## src/rtl/branch_predictor.sv

```systemverilog
// rtl/branch_predictor.sv - bimodal 2-bit counter direction predictor with mispredict flush and hit/miss statistics
module branch_predictor #(
  parameter int         IDX_BITS   = 4,
  parameter logic [1:0] INIT_STATE = 2'b01,
  parameter int         CNT_W      = 32
) (
  input  logic             clk,
  input  logic             rst,
  input  logic [31:0]      q_pc,
  input  logic             q_is_branch,
  output logic             guess,
  input  logic             r_valid,
  input  logic [31:0]      r_pc,
  input  logic             r_taken,
  input  logic             r_guess,
  output logic             flush,
  output logic [CNT_W-1:0] br_cnt,
  output logic [CNT_W-1:0] miss_cnt
);

  localparam int ENTRIES = 1 << IDX_BITS;

  logic [1:0]          cnt_tbl [ENTRIES];
  logic [IDX_BITS-1:0] q_idx;
  logic [IDX_BITS-1:0] r_idx;
  logic [1:0]          r_cur;
  logic [1:0]          r_next;

  assign q_idx = q_pc[IDX_BITS+1:2];
  assign r_idx = r_pc[IDX_BITS+1:2];

  // Ternary keeps an unknown q_pc from leaking into guess when no branch is queried.
  assign guess = q_is_branch ? cnt_tbl[q_idx][1] : 1'b0;

  // Decision trusts the carried guess, never the (possibly updated) table.
  assign flush = r_valid & ~rst & (r_taken ^ r_guess);

  assign r_cur = cnt_tbl[r_idx];

  always_comb begin
    r_next = r_cur;
    if (r_taken) begin
      if (r_cur != 2'b11) r_next = r_cur + 2'b01;
    end else begin
      if (r_cur != 2'b00) r_next = r_cur - 2'b01;
    end
  end

  always_ff @(posedge clk) begin
    if (rst) begin
      for (int i = 0; i < ENTRIES; i++) cnt_tbl[i] <= INIT_STATE;
      br_cnt   <= '0;
      miss_cnt <= '0;
    end else if (r_valid) begin
      cnt_tbl[r_idx] <= r_next;
      if (br_cnt != '1) br_cnt <= br_cnt + CNT_W'(1);
      if (flush && miss_cnt != '1) miss_cnt <= miss_cnt + CNT_W'(1);
    end
  end

  // Upper and byte-offset PC bits do not select an entry.
  logic unused_pc_bits;
  assign unused_pc_bits = ^{q_pc[31:IDX_BITS+2], q_pc[1:0], r_pc[31:IDX_BITS+2], r_pc[1:0]};

endmodule

```

## config.mk

```make
export PLATFORM = sky130hd
export DESIGN_NAME = branch_predictor
export DESIGN_NICKNAME = d
export VERILOG_FILES = /design/src/rtl/branch_predictor.sv
export SDC_FILE = /design/constraint.sdc
export NUM_CORES = 1
export LEC_CHECK = 0
export ABC_AREA = 1
export ABC_CLOCK_PERIOD_IN_PS = 1600
export BUFFER_PORTS_ARGS = -buffer_cell sky130_fd_sc_hd__buf_4
export CELL_PAD_IN_SITES_DETAIL_PLACEMENT = 1
export CELL_PAD_IN_SITES_GLOBAL_PLACEMENT = 1
export CORE_MARGIN = 2
export CORE_UTILIZATION = 36
export CTS_BUF_LIST = sky130_fd_sc_hd__clkbuf_4 sky130_fd_sc_hd__clkbuf_8
export DETAILED_ROUTE_END_ITERATION = 8
export HOLD_SLACK_MARGIN = 0.02
export PLACE_DENSITY_LB_ADDON = 0.1
export SYNTH_ARGS = -nofsm -noshare
export SYNTH_HDL_FRONTEND = slang
export SYNTH_SLANG_ARGS = --single-unit
```

## constraint.sdc

```tcl
create_clock -name clk -period 1.6 [get_ports clk]
set_input_delay 0.08 -clock clk [delete_from_list [all_inputs] [get_ports clk]]
set_output_delay 0.08 -clock clk [all_outputs]
set_load 0.1 [all_outputs]
```

==> results of run 1 <==
## sequential cells by signal (all words and copies together) (netlist names)
signal,count
br_cnt,32
miss_cnt,32
cnt_tbl,32
## kinds of logic after synthesis
| logic type | share of synthesized area |
|---|---|
| and+or+nand+nor | 0.421 |
| buffers and inverters | 0.0871 |
| DFF | 0.373 |
| AOI/OAI and AO/OA | 0.0679 |
| xor gates and xnor gates | 0.0467 |
| adders and majority gates | 0.00417 |
## layout by cell type (no fill, tap or decap), types with 8 or more instances in the layout
cell type	instances
nand2_1	247
buf_4	195
nor2_1	99
inv_1	72
dfxtp_4	59
nand2_4	42
a21oi_2	36
nor2_2	32
edfxtp_1	32
nand2_2	30
nand3_2	25
nand3_1	24
nor2_4	23
buf_6	21
xor2_1	19
nand4_1	18
inv_2	14
a21oi_1	13
nor3_1	11
xnor2_1	10
nand3b_1	10
clkbuf_8	10
o21ai_0	8
## timing repair
action	in CTS	in global routing
cloned	4	5
gates resized for setup	77	230
hold buffers	0	0
setup buffers	36	32
endpoints found under the hold margin	0	0
pin swaps	39	78
endpoints found under the setup margin	90	97
## synthesized netlist by cell type, drive strengths merged
cell type / n / area share
nand3b: 10 / 0.012
clkbuf: 9 / 0.0056
ha: 2 / 0.0042
dfxtp: 64 / 0.21
nor3: 21 / 0.025
and3: 1 / 0.0010
a21boi: 1 / 0.0013
inv: 90 / 0.057
o21ai: 22 / 0.020
xor2: 22 / 0.032
nand4: 18 / 0.019
o211ai: 4 / 0.0050
edfxtp: 32 / 0.16
xnor2: 10 / 0.015
a21oi: 49 / 0.041
nand3: 54 / 0.047
clkinv: 1 / 0.00083
nor2: 154 / 0.10
nand2: 322 / 0.21
buf: 16 / 0.024
## layer usage
layer / global-route usage / vias to the layer above
li1: - / 3315
met5: 0 / -
met1: 0.323 / 3458
met3: 0.0323 / 53
met4: 0.0650 / 0
met2: 0.431 / 147
## cell type report
class,instances,area [sq um]
inverters,91,394
well taps,220,275
repair inverters,5,70.1
multi-input cells,691,4260
clock inverters,5,57.6
clock buffers,11,145
repair buffers,228,1960
fillers,1994,6840
flip-flops and latches,96,2470
## stage by stage
| step | hold slack, ps | setup WS, ps | total power (W) | utilization | cells |
|---|---|---|---|---|---|
| 3_5_place_dp | 485 | -101 | 0.00318 | 0.466 | 1257 |
| 4_1_cts | 82.4 | -249 | 0.00505 | 0.513 | 1311 |
| 3_3_place_gp | 483 | -46.6 | 0.00317 | 0.466 | 1257 |
| 6_report | 136 | -269 | 0.00517 | 0.585 | 1347 |
| 5_1_grt | 153 | -390 | 0.00535 | 0.585 | 1347 |
| 2_1_floorplan | 288 | -170 | 0.00293 | - | 902 |
## critical path: cells and delay by family (launching register included)
family,cells,cell delay (ps)
flip-flops,1,430
AND/OR/NAND/NOR,2,100
AO/OA/AOI/OAI,4,540
buffers and inverters,2,320
## where the power goes
| part | total (W) | internal (W) | switching (W) |
|---|---|---|---|
| logic | 0.000917 | 0.000347 | 0.000570 |
| clock network | 0.00177 | 0.000782 | 0.000993 |
| registers | 0.00248 | 0.00245 | 0.0000256 |
| total | 0.00517 | 0.00358 | 0.00159 |
## worst max-delay path by stage
stage | endpoint | slack (ps) | depth (start not counted)
2_1_floorplan | br_cnt[29] | -170 | 11
3_3_place_gp | miss_cnt[17] | -50 | 7
3_5_place_dp | miss_cnt[17] | -100 | 7
4_1_cts | guess | -250 | 8
5_1_grt | guess | -390 | 8
6_report | guess | -270 | 8
==> results by group, run 1 <==
Outcome
  – Outcome: finished with violations
  – Violated checks: negative setup slack

Placed design
  – PortBufs: 79
  – Post-DP HPWL: 15.2 mm
  – Post-Place Cell Area: 7670 sq um
  – Placer Congestion: 0.857

Synth
  – Cells after synthesis: 902
  – Count of different cell masters after synthesis: 35
  – Syn avg cell area: 6.66 sq um
  – Cell area after synthesis: 6010 sq um
  – Syn Nets: 974
  – Sequential fraction of the synthesis area: 0.373
  – Yosys reg bits: 96
  – Warnings, synthesis: 0

Finish
  – Syn-to-layout area delta: 60.3%
  – Nets: 1194
  – Final Cell Area: 9630 sq um
  – Antenna fix cells: 0
  – Share of layout cells above drive strength 1: 0.489

Min path
  – Hold path cells: 5
  – Hold EP: br_cnt[17]
  – Min-Delay Path Class: input pin to flip-flop
  – Worst Hold Launch: r_valid

Routing
  – Met1 Wirelength: 10.7 mm
  – # DRC: 0
  – Top layer in use: met4
  – Routed wire length: 25.0 mm
  – Final ANT Viol Nets: 0
  – Wire length on met3: 736 um
  – Drt pass-1 iters: 5
  – Wire per inst: 18.6 um
  – Initial DRC count: 274
  – Met2 Wirelength: 12.8 mm
  – DR vias: 6973
  – Vias/cell: 5.18

Worst setup path
  – CP peak stage delay: 430 ps
  – Worst reg2reg path endpoint: br_cnt[1]
  – Slowest-stage cell, CP: edfxtp_1
  – Max FO, Critical Path: 2
  – Reg-to-reg slack, setup: -150 ps
  – Crit path top cell by count: o211ai_1
  – RR Startpoint: br_cnt[7]
  – CP Launch Type: flip-flop
  – WP data arrival: 1790 ps
  – Worst Setup SP: cnt_tbl[6][1]
  – Worst setup EP type: output port
  – R2R depth: 9
  – CP cell instances: buf_6, nor2_2, nor2_1, o21ai_1, o211ai_1, o211ai_1, a21boi_2, buf_12
  – Critical path type: flip-flop to output port
  – CP Data Required Time: 1520 ps

Floorplan
  – DIE AREA: 17700 sq um
  – Die X: 133 um
  – I/O pin cnt: 136
  – Chip Height: 133 um
  – Initial Util: 0.365
  – Core ar.: 16500 sq um
  – Cell row count: 47

STA
  – Minimum clock period: 1870 ps
  – Worst relative slew slack: 0.484
  – Setup violations, final: 83
  – Final WS setup: -269 ps
  – Hold Fails Final Rpt: 0
  – Tcrit/Tclk final: 1.17
  – Timing-limited maximum frequency: 535 MHz
  – Slew Limit Fails: 0
  – Fin Setup TNS: -6320 ps
  – Layout Skew: 13.3 ps
  – RSZ-0062 raised after global routing: true
  – Tightest Pin Transition: 773 ps

Global route
  – First-pass GRT wire length: 34.5 mm
  – Largest net degree at the start of global routing: 48
  – Total gr overflow: 0
  – Initial antenna violation count: 0
  – Vias in the first global route: 6609
  – All-layer global routing usage: 0.247

Pwr
  – Pwr Density: 537 nW/um^2
  – LEAKAGE: 4.14 nW
  – IR drop worst, VDD: 370 uV

Clock network
  – H-tree depth: 3
  – Clk slew on worst S/H paths: 110 ps
  – Clock root buffer: clkbuf_8
  – CTS buffer count: 9
  – CTS tree: yes
  – Clock tree buffer depth: 2
  – Clock Sink Count: 96
  – Clock insertion delay at the later pin of the skew report: 400 ps

Run
  – Max cap viols: 0
No activity file was read; power rests on OpenSTA's default activity.
==> run 2: changes to the inputs <==
--- a/config.mk
+++ b/config.mk
@@ -5,13 +5,13 @@
 export SDC_FILE = /design/constraint.sdc
 export NUM_CORES = 1
 export LEC_CHECK = 0
-export ABC_AREA = 1
+export ABC_AREA = 0
 export ABC_CLOCK_PERIOD_IN_PS = 1600
 export BUFFER_PORTS_ARGS = -buffer_cell sky130_fd_sc_hd__buf_4
 export CELL_PAD_IN_SITES_DETAIL_PLACEMENT = 1
 export CELL_PAD_IN_SITES_GLOBAL_PLACEMENT = 1
 export CORE_MARGIN = 2
-export CORE_UTILIZATION = 36
+export CORE_UTILIZATION = 37
 export CTS_BUF_LIST = sky130_fd_sc_hd__clkbuf_4 sky130_fd_sc_hd__clkbuf_8
 export DETAILED_ROUTE_END_ITERATION = 8
 export HOLD_SLACK_MARGIN = 0.02
==> run 2 against run 1 <==
Effect of this change: the flow still finishes with violations (negative setup slack); sequential power about the same; critical endpoint unchanged; die area decreased by 17%; critical path depth fell by 4; register-to-register slack lost 380 ps; hold slack improved by 21 ps; largest power group unchanged.
==> results by group, run 2 <==
Finish
  – Largest regs: br_cnt (32), cnt_tbl (32), miss_cnt (32)
  – Most frequent cells in the layout: buf_4 (220), dfxtp_4 (61), nand2_1 (46)
  – Most common cell after layout, fill and taps aside: buf_4
  – Share of layout cells above drive strength 1: 0.694 (+0.205)
  – Nets: 868 (-27%)
  – Antenna fix cells: 0 (unchanged)
  – Syn-to-layout area delta: 76.1%
  – Filler-free cell count of the finished design: 977 (-27%)
  – FILL cells: 1359 (-32%)

Synth
  – Top-count cell post-synth: dfxtp_1
  – Syn Nets: 621 (-36%)
  – Cell area after synthesis: 5120 sq um (-15%)
  – Cells after synthesis: 549 (-39%)
  – Warnings, synthesis: 0 (unchanged)
  – Async S/R FF share, synth: 0 (unchanged)
  – Post-synthesis compound-gate area fraction: 0.118 (+0.0500)
  – Top cells by area, synth: dfxtp_1 (25%), edfxtp_1 (19%), mux4_2 (5.7%)
  – EDFF count, synth: 32 (unchanged)
  – Synth top area share: 0.250 (+0.0367)
  – Yosys reg bits: 96 (unchanged)
  – Count of different cell masters after synthesis: 48 (+37%)
  – Post-synthesis mux area share: 0.0918 (+0.0918)
  – Adder-Cell Fraction of Synth Area: 0.00879 (+0.00462)
  – Simple-Gate Fraction of Synth Area: 0.301 (-0.120)
  – Cell taking the most area after synthesis: dfxtp_1
  – Largest family of logic cells by synthesized area: simple AND/OR/NAND/NOR gates
  – Post-synthesis xor/xnor area fraction: 0.00342 (-0.0432)
  – Main synth FF type: dfxtp_1
  – Syn avg cell area: 9.33 sq um (+40%)
  – Commonest cells post-synth: dfxtp_1 (64), nand2_1 (54), a21oi_1 (44), nand3_1 (34), nor2_1 (34)
  – Sequential fraction of the synthesis area: 0.438 (+0.0643)

Floorplan
  – Die X: 122 um (-8.6%)
  – Core ar.: 13400 sq um (-19%)
  – I/O pin cnt: 136 (unchanged)
  – Cell row count: 42 (-11%)
  – Initial Util: 0.382 (+0.0176)
  – DIE AREA: 14800 sq um (-17%)
  – Chip Height: 122 um (-8.6%)

Clock network
  – CTS buffer count: 9 (unchanged)
  – Clk slew on worst S/H paths: 120 ps (about the same)
  – Clock tree buffer depth: 2 (unchanged)
  – Clock insertion delay at the later pin of the skew report: 410 ps (about the same)
  – Clock root buffer: clkbuf_8
  – Number of hold buffers added after CTS: 0 (unchanged)
  – Clock Sink Count: 96 (unchanged)
  – CTS tree: yes
  – H-tree depth: 3 (unchanged)

Routing
  – DR vias: 5959 (-15%)
  – Routed wire length: 24.9 mm (-0.41%)
  – # DRC: 0 (unchanged)
  – Wire per inst: 25.5 um (+37%)
  – Vias/cell: 6.10 (+18%)
  – Initial DRC count: 292 (+6.6%)
  – Final ANT Viol Nets: 0 (unchanged)
  – Drt pass-1 iters: 5 (unchanged)

Pwr
  – Switching Power: 0.00151 W (-4.8%)
  – Pwr Density: 553 nW/um^2 (+3.0%)
  – Seq pwr share: 0.496 (+0.017)
  – LEAKAGE: 3.27 nW (-21%)
  – Comb pwr share: 0.145 (-0.032)
  – Sw Share: 0.303 (-0.00425)
  – Clk network pwr share: 0.360 (+0.017)
  – IR drop worst, VDD: 380 uV (+2.6%)
  – Cell Int Power: 0.00348 W (-2.9%)

Global route
  – Total gr overflow: 0 (unchanged)
  – First-pass GRT wire length: 33.1 mm (-4.0%)
  – All-layer global routing usage: 0.289 (+0.0427)
  – Largest net degree at the start of global routing: 76 (+58%)
  – Vias in the first global route: 6123 (-7.4%)
  – Initial antenna violation count: 0 (unchanged)

Worst setup path
  – Worst setup EP type: output port
  – Critical path type: flip-flop to output port
  – CP Data Required Time: 1520 ps (about the same)
  – R2R depth: 5 (-4)
  – Reg-to-reg slack, setup: -530 ps (-380 ps)
  – Max FO, Critical Path: 2 (unchanged)
  – WP data arrival: 2140 ps (+350 ps)
  – Crit path top cell by count: mux4_2
  – Worst reg2reg path endpoint: br_cnt[25]
  – RR Startpoint: br_cnt[11]
  – CP cell instances: mux4_2, mux4_2, and2_4, buf_12
  – Slowest-stage cell, CP: mux4_2
  – CP peak stage delay: 520 ps (+90 ps)
  – CP Launch Type: flip-flop
  – Worst path top cell family by delay: multiplexers
  – Crit path buffers/inverters: 1 (-1)

Placed design
  – DP Cell Count: 911 (-28%)
  – PortBufs: 79 (unchanged)
  – Placer Congestion: 0.856 (about the same)
  – Post-DP HPWL: 12.6 mm (-17%)

STA
  – Setup violations, final: 97 (+17%)
  – Tcrit/Tclk final: 1.38 (+0.216)
  – Layout Skew: 31.2 ps (+17.9 ps)
  – Hold Fails Final Rpt: 0 (unchanged)
  – RSZ-0062 raised after global routing: true
  – Final WS setup: -616 ps (-346 ps)
  – Worst relative slew slack: 0.588 (+0.104)
  – Timing-limited maximum frequency: 451 MHz (-16%)
  – Tightest Pin Transition: 611 ps (-162 ps)
  – Minimum clock period: 2220 ps (+346 ps)
  – Min Hold Slack: 157 ps (+20.7 ps)
  – Slew Limit Fails: 0 (unchanged)

Min path
  – Hold path cells: 3 (-2)
  – Hold EP: cnt_tbl[12][0]
  – Min-Delay Path Class: input pin to flip-flop
  – Worst Hold Launch: r_pc[5]

Run
  – Max cap viols: 0 (unchanged)

Outcome
  – Outcome: finished with violations
  – Violated checks: negative setup slack
==> run 2: worst max-delay path by stage <==
stage                   from              to  slack, ps  depth (start not counted)
4_1_cts        cnt_tbl[3][1]           guess       -590                          4
6_report       cnt_tbl[3][1]           guess       -620                          4
3_5_place_dp   cnt_tbl[3][1]   cnt_tbl[9][0]       -420                          6
3_3_place_gp   cnt_tbl[3][1]  cnt_tbl[12][0]       -330                          6
2_1_floorplan     br_cnt[11]      br_cnt[27]       -610                          6
5_1_grt        cnt_tbl[3][1]           guess       -680                          4
==> run 2: cell type report <==
class / count / area, sq um / area share
clock buffers: 10 / 131 / 0.0146
flip-flops and latches: 96 / 2470 / 0.274
inverters: 9 / 35.0 / 0.00388
multi-input cells: 410 / 3790 / 0.420
repair buffers: 270 / 2300 / 0.255
well taps: 176 / 220 / 0.0244
clock inverters: 6 / 70.1 / 0.00777
==> run 2: logic make-up after synthesis <==
family	count (synthesis)
flip-flops	96
adder cells (fa/ha/maj)	4
AO/OA/AOI/OAI	100
AND/OR/NAND/NOR	272
buffers and inverters	46
XOR/XNOR	2
multiplexers	29
==> run 2: routing by layer <==
metal  part of all wire  vias up  global-route usage
li1                   -     2593                   -
met1               0.37     3012               0.338
met2               0.53      266               0.527
met3              0.051       88              0.0403
met4              0.046        0               0.128
met5                  0        -                   0
==> run 2: power by group through the flow <==
stage / sequential, W / clock [W] / combinational (W)
6_report: 0.00247 / 0.00179 / 0.000722
5_1_grt: 0.00248 / 0.00191 / 0.000751
4_1_cts: 0.00247 / 0.00174 / 0.000622
3_5_place_dp: 0.00253 / 0 / 0.000556
3_3_place_gp: 0.00253 / 0 / 0.000540
2_1_floorplan: 0.00259 / 0 / 0.000276
==> run 2: stage by stage <==
step | setup TNS [ps] | worst slack (ps) | power (W) | cell area [sq um] | util
finish | -33240 | -616 | 0.00499 | 9020 | 0.673
global route | -37390 | -682 | 0.00514 | 9020 | 0.673
CTS | -23990 | -590 | 0.00484 | 8370 | 0.624
detailed placement | -24160 | -425 | 0.00309 | 7360 | 0.549
global placement | -18790 | -331 | 0.00307 | 7360 | 0.549
floorplan | -25870 | -611 | 0.00287 | 5670 | -
==> run 2: worst register-to-register path: stages, from the launching register on <==
cell and delay, ps:
dfxtp_4 370, nand4_1 210, or2_4 350, or3_4 460
nor4b_4 280, mux2_4 330
==> run 2: timing repair <==
item,CTS,global route
cloned,5,1
setup endpoints to repair,95,97
pin swaps,47,68
resized for setup,117,129
setup buffers,33,20
==> run 3: changes to the inputs <==
--- a/config.mk
+++ b/config.mk
@@ -11,7 +11,7 @@
 export CELL_PAD_IN_SITES_DETAIL_PLACEMENT = 1
 export CELL_PAD_IN_SITES_GLOBAL_PLACEMENT = 1
 export CORE_MARGIN = 2
-export CORE_UTILIZATION = 37
+export CORE_UTILIZATION = 35
 export CTS_BUF_LIST = sky130_fd_sc_hd__clkbuf_4 sky130_fd_sc_hd__clkbuf_8
 export DETAILED_ROUTE_END_ITERATION = 8
 export HOLD_SLACK_MARGIN = 0.02
==> run 3 against run 2 <==
Effect of this change: the flow still finishes with violations (negative setup slack); hold slack gained 25 ps; largest cell class unchanged; sequential cell count is the same; first-iteration DRC count shrank 15%; sequential power is essentially flat; register-to-register slack gained 80 ps; global-route usage shrank 3.7 points; cell count grew 0.92%; critical path depth is the same; clock skew shrank 20 ps; highest routed layer unchanged.
==> results by group, run 3 (same netlist as run 2, synthesis figures left out) <==
Worst setup path
  – Worst setup EP type: output port
  – CP Launch Type: flip-flop
  – Crit path top cell by count: mux4_2
  – Slowest-stage cell, CP: mux4_2
  – R2R depth: 6 (+1)
  – Worst path top cell family by delay: multiplexers
  – CP peak stage delay: 490 ps (-30 ps)
  – RR Startpoint: cnt_tbl[3][1]
  – Critical path type: flip-flop to output port
  – Worst path depth: 4 (unchanged)
  – CP Data Required Time: 1520 ps (about the same)
  – Worst reg2reg path endpoint: cnt_tbl[5][0]
  – Max FO, Critical Path: 2 (unchanged)
  – WP data arrival: 2070 ps (-70 ps)
  – Reg-to-reg slack, setup: -450 ps (+80 ps)
  – Crit path buffers/inverters: 1 (unchanged)
  – CP cell instances: mux4_2, mux4_2, and2_4, buf_12

STA
  – Timing-limited maximum frequency: 464 MHz (+2.8%)
  – Final WS setup: -554 ps (+61.3 ps)
  – Fin Setup TNS: -25420 ps (+7820 ps)
  – Worst relative slew slack: 0.699 (+0.111)
  – Min Hold Slack: 182 ps (+25.4 ps)
  – Tightest Pin Transition: 452 ps (-159 ps)
  – Slew Limit Fails: 0 (unchanged)
  – Hold Fails Final Rpt: 0 (unchanged)
  – Minimum clock period: 2150 ps (-61.3 ps)
  – Layout Skew: 11.3 ps (-19.9 ps)
  – Setup violations, final: 97 (unchanged)
  – Tcrit/Tclk final: 1.35 (-0.0383)
  – RSZ-0062 raised after global routing: true

Clock network
  – Clock tree buffer depth: 2 (unchanged)
  – H-tree depth: 3 (unchanged)
  – Number of hold buffers added after CTS: 0 (unchanged)
  – CTS tree: yes
  – Clock root buffer: clkbuf_8
  – Clock insertion delay at the later pin of the skew report: 380 ps (-30 ps)
  – CTS buffer count: 9 (unchanged)
  – Clock Sink Count: 96 (unchanged)
  – Clk slew on worst S/H paths: 100 ps (-20 ps)

Pwr
  – Power Total: 0.00497 W (-0.48%)
  – LEAKAGE: 3.34 nW (+2.3%)
  – IR drop worst, VDD: 537 uV (+41%)
  – Pwr Density: 551 nW/um^2 (-0.29%)

Routing
  – Final ANT Viol Nets: 0 (unchanged)
  – Initial DRC count: 247 (-15%)
  – Drt pass-1 iters: 4 (-1)
  – Routed wire length: 20.3 mm (-19%)
  – # DRC: 0 (unchanged)
  – Wire per inst: 20.6 um (-19%)
  – DR vias: 5504 (-7.6%)
  – Vias/cell: 5.58 (-8.5%)

Placed design
  – PortBufs: 79 (unchanged)
  – Post-DP HPWL: 12.7 mm (+0.64%)
  – Post-Place Cell Area: 7440 sq um (+1.1%)
  – Placer Congestion: 0.845 (-1.3%)

Global route
  – Initial antenna violation count: 0 (unchanged)
  – Total gr overflow: 0 (unchanged)
  – First-pass GRT wire length: 31.9 mm (-3.8%)
  – Vias in the first global route: 5946 (-2.9%)
  – Largest net degree at the start of global routing: 76 (unchanged)
  – All-layer global routing usage: 0.253 (-0.0370)

Floorplan
  – Die X: 125 um (+2.7%)
  – Initial Util: 0.355 (-0.0271)
  – Cell row count: 44 (+4.8%)
  – Core ar.: 14400 sq um (+7.6%)
  – DIE AREA: 15600 sq um (+5.5%)
  – I/O pin cnt: 136 (unchanged)
  – Chip Height: 125 um (+2.7%)

Finish
  – Util after Layout: 0.624 (-0.0490)
  – Syn-to-layout area delta: 75.7%
  – Antenna fix cells: 0 (unchanged)
  – Most frequent cells in the layout: buf_4 (219), dfxtp_4 (61), nand2_1 (45)
  – Most common cell after layout, fill and taps aside: buf_4
  – Largest regs: br_cnt (32), cnt_tbl (32), miss_cnt (32)
  – Final Cell Area: 9000 sq um (-0.19%)
  – Share of layout cells above drive strength 1: 0.688 (-0.00585)
  – Nets: 869 (+0.12%)

Min path
  – Hold EP: cnt_tbl[12][0]
  – Min-Delay Path Class: input pin to flip-flop
  – Hold path cells: 3 (unchanged)
  – Worst Hold Launch: r_pc[5]

Outcome
  – Violated checks: negative setup slack
  – Outcome: finished with violations

Run
  – Max cap viols: 0 (unchanged)
## run 3: what timing repair did
action                     CTS  global route
setup buffers               29            10
setup endpoints to repair   97            97
gates resized for setup    134           100
pin swaps                   49            62
gates cloned                 6             1
## run 3: worst max-delay path by stage
stage                   startpoint       endpoint  slack (ps)
floorplan               br_cnt[11]     br_cnt[27]        -610
global placement     cnt_tbl[3][1]  cnt_tbl[6][0]        -370
detailed placement   cnt_tbl[3][1]  cnt_tbl[8][0]        -460
CTS                 cnt_tbl[11][1]          guess        -580
global route         cnt_tbl[8][1]          guess        -590
finish               cnt_tbl[8][1]          guess        -550
## run 3: where the power goes
part	switching (W)	leakage [nW]	internal, W
clock network	0.000940	0.110	0.000884
logic	0.000405	2.38	0.000262
registers	0.0000257	0.855	0.00245
total	0.00137	3.34	0.00360
## run 3: worst min-delay path, cell delays in order
cell     delay, ps
buf_4          130
buf_4          160
nand4_1         80
## run 3: layout make-up
type	instances	area, sq um
flip-flops and latches	96	2470
clock inverters	7	95.1
inverters	9	35.0
multi-input cells	409	3710
fillers	1542	5420
clock buffers	9	124
repair buffers	272	2330
well taps	184	230
## run 3: metal layers
layer | up-vias | wire length, um | track usage
met1 | 2768 | 8640 | 0.319
met3 | 28 | 724 | 0.0270
met2 | 110 | 10500 | 0.455
li1 | 2598 | - | -
met5 | - | 0 | 0
met4 | 0 | 386 | 0.0758
## run 3: per-stage QoR
step                instances  setup WS [ps]
global route              986           -591
finish                    986           -554
global placement          927           -366
CTS                       978           -577
floorplan                 549           -611
detailed placement        927           -464
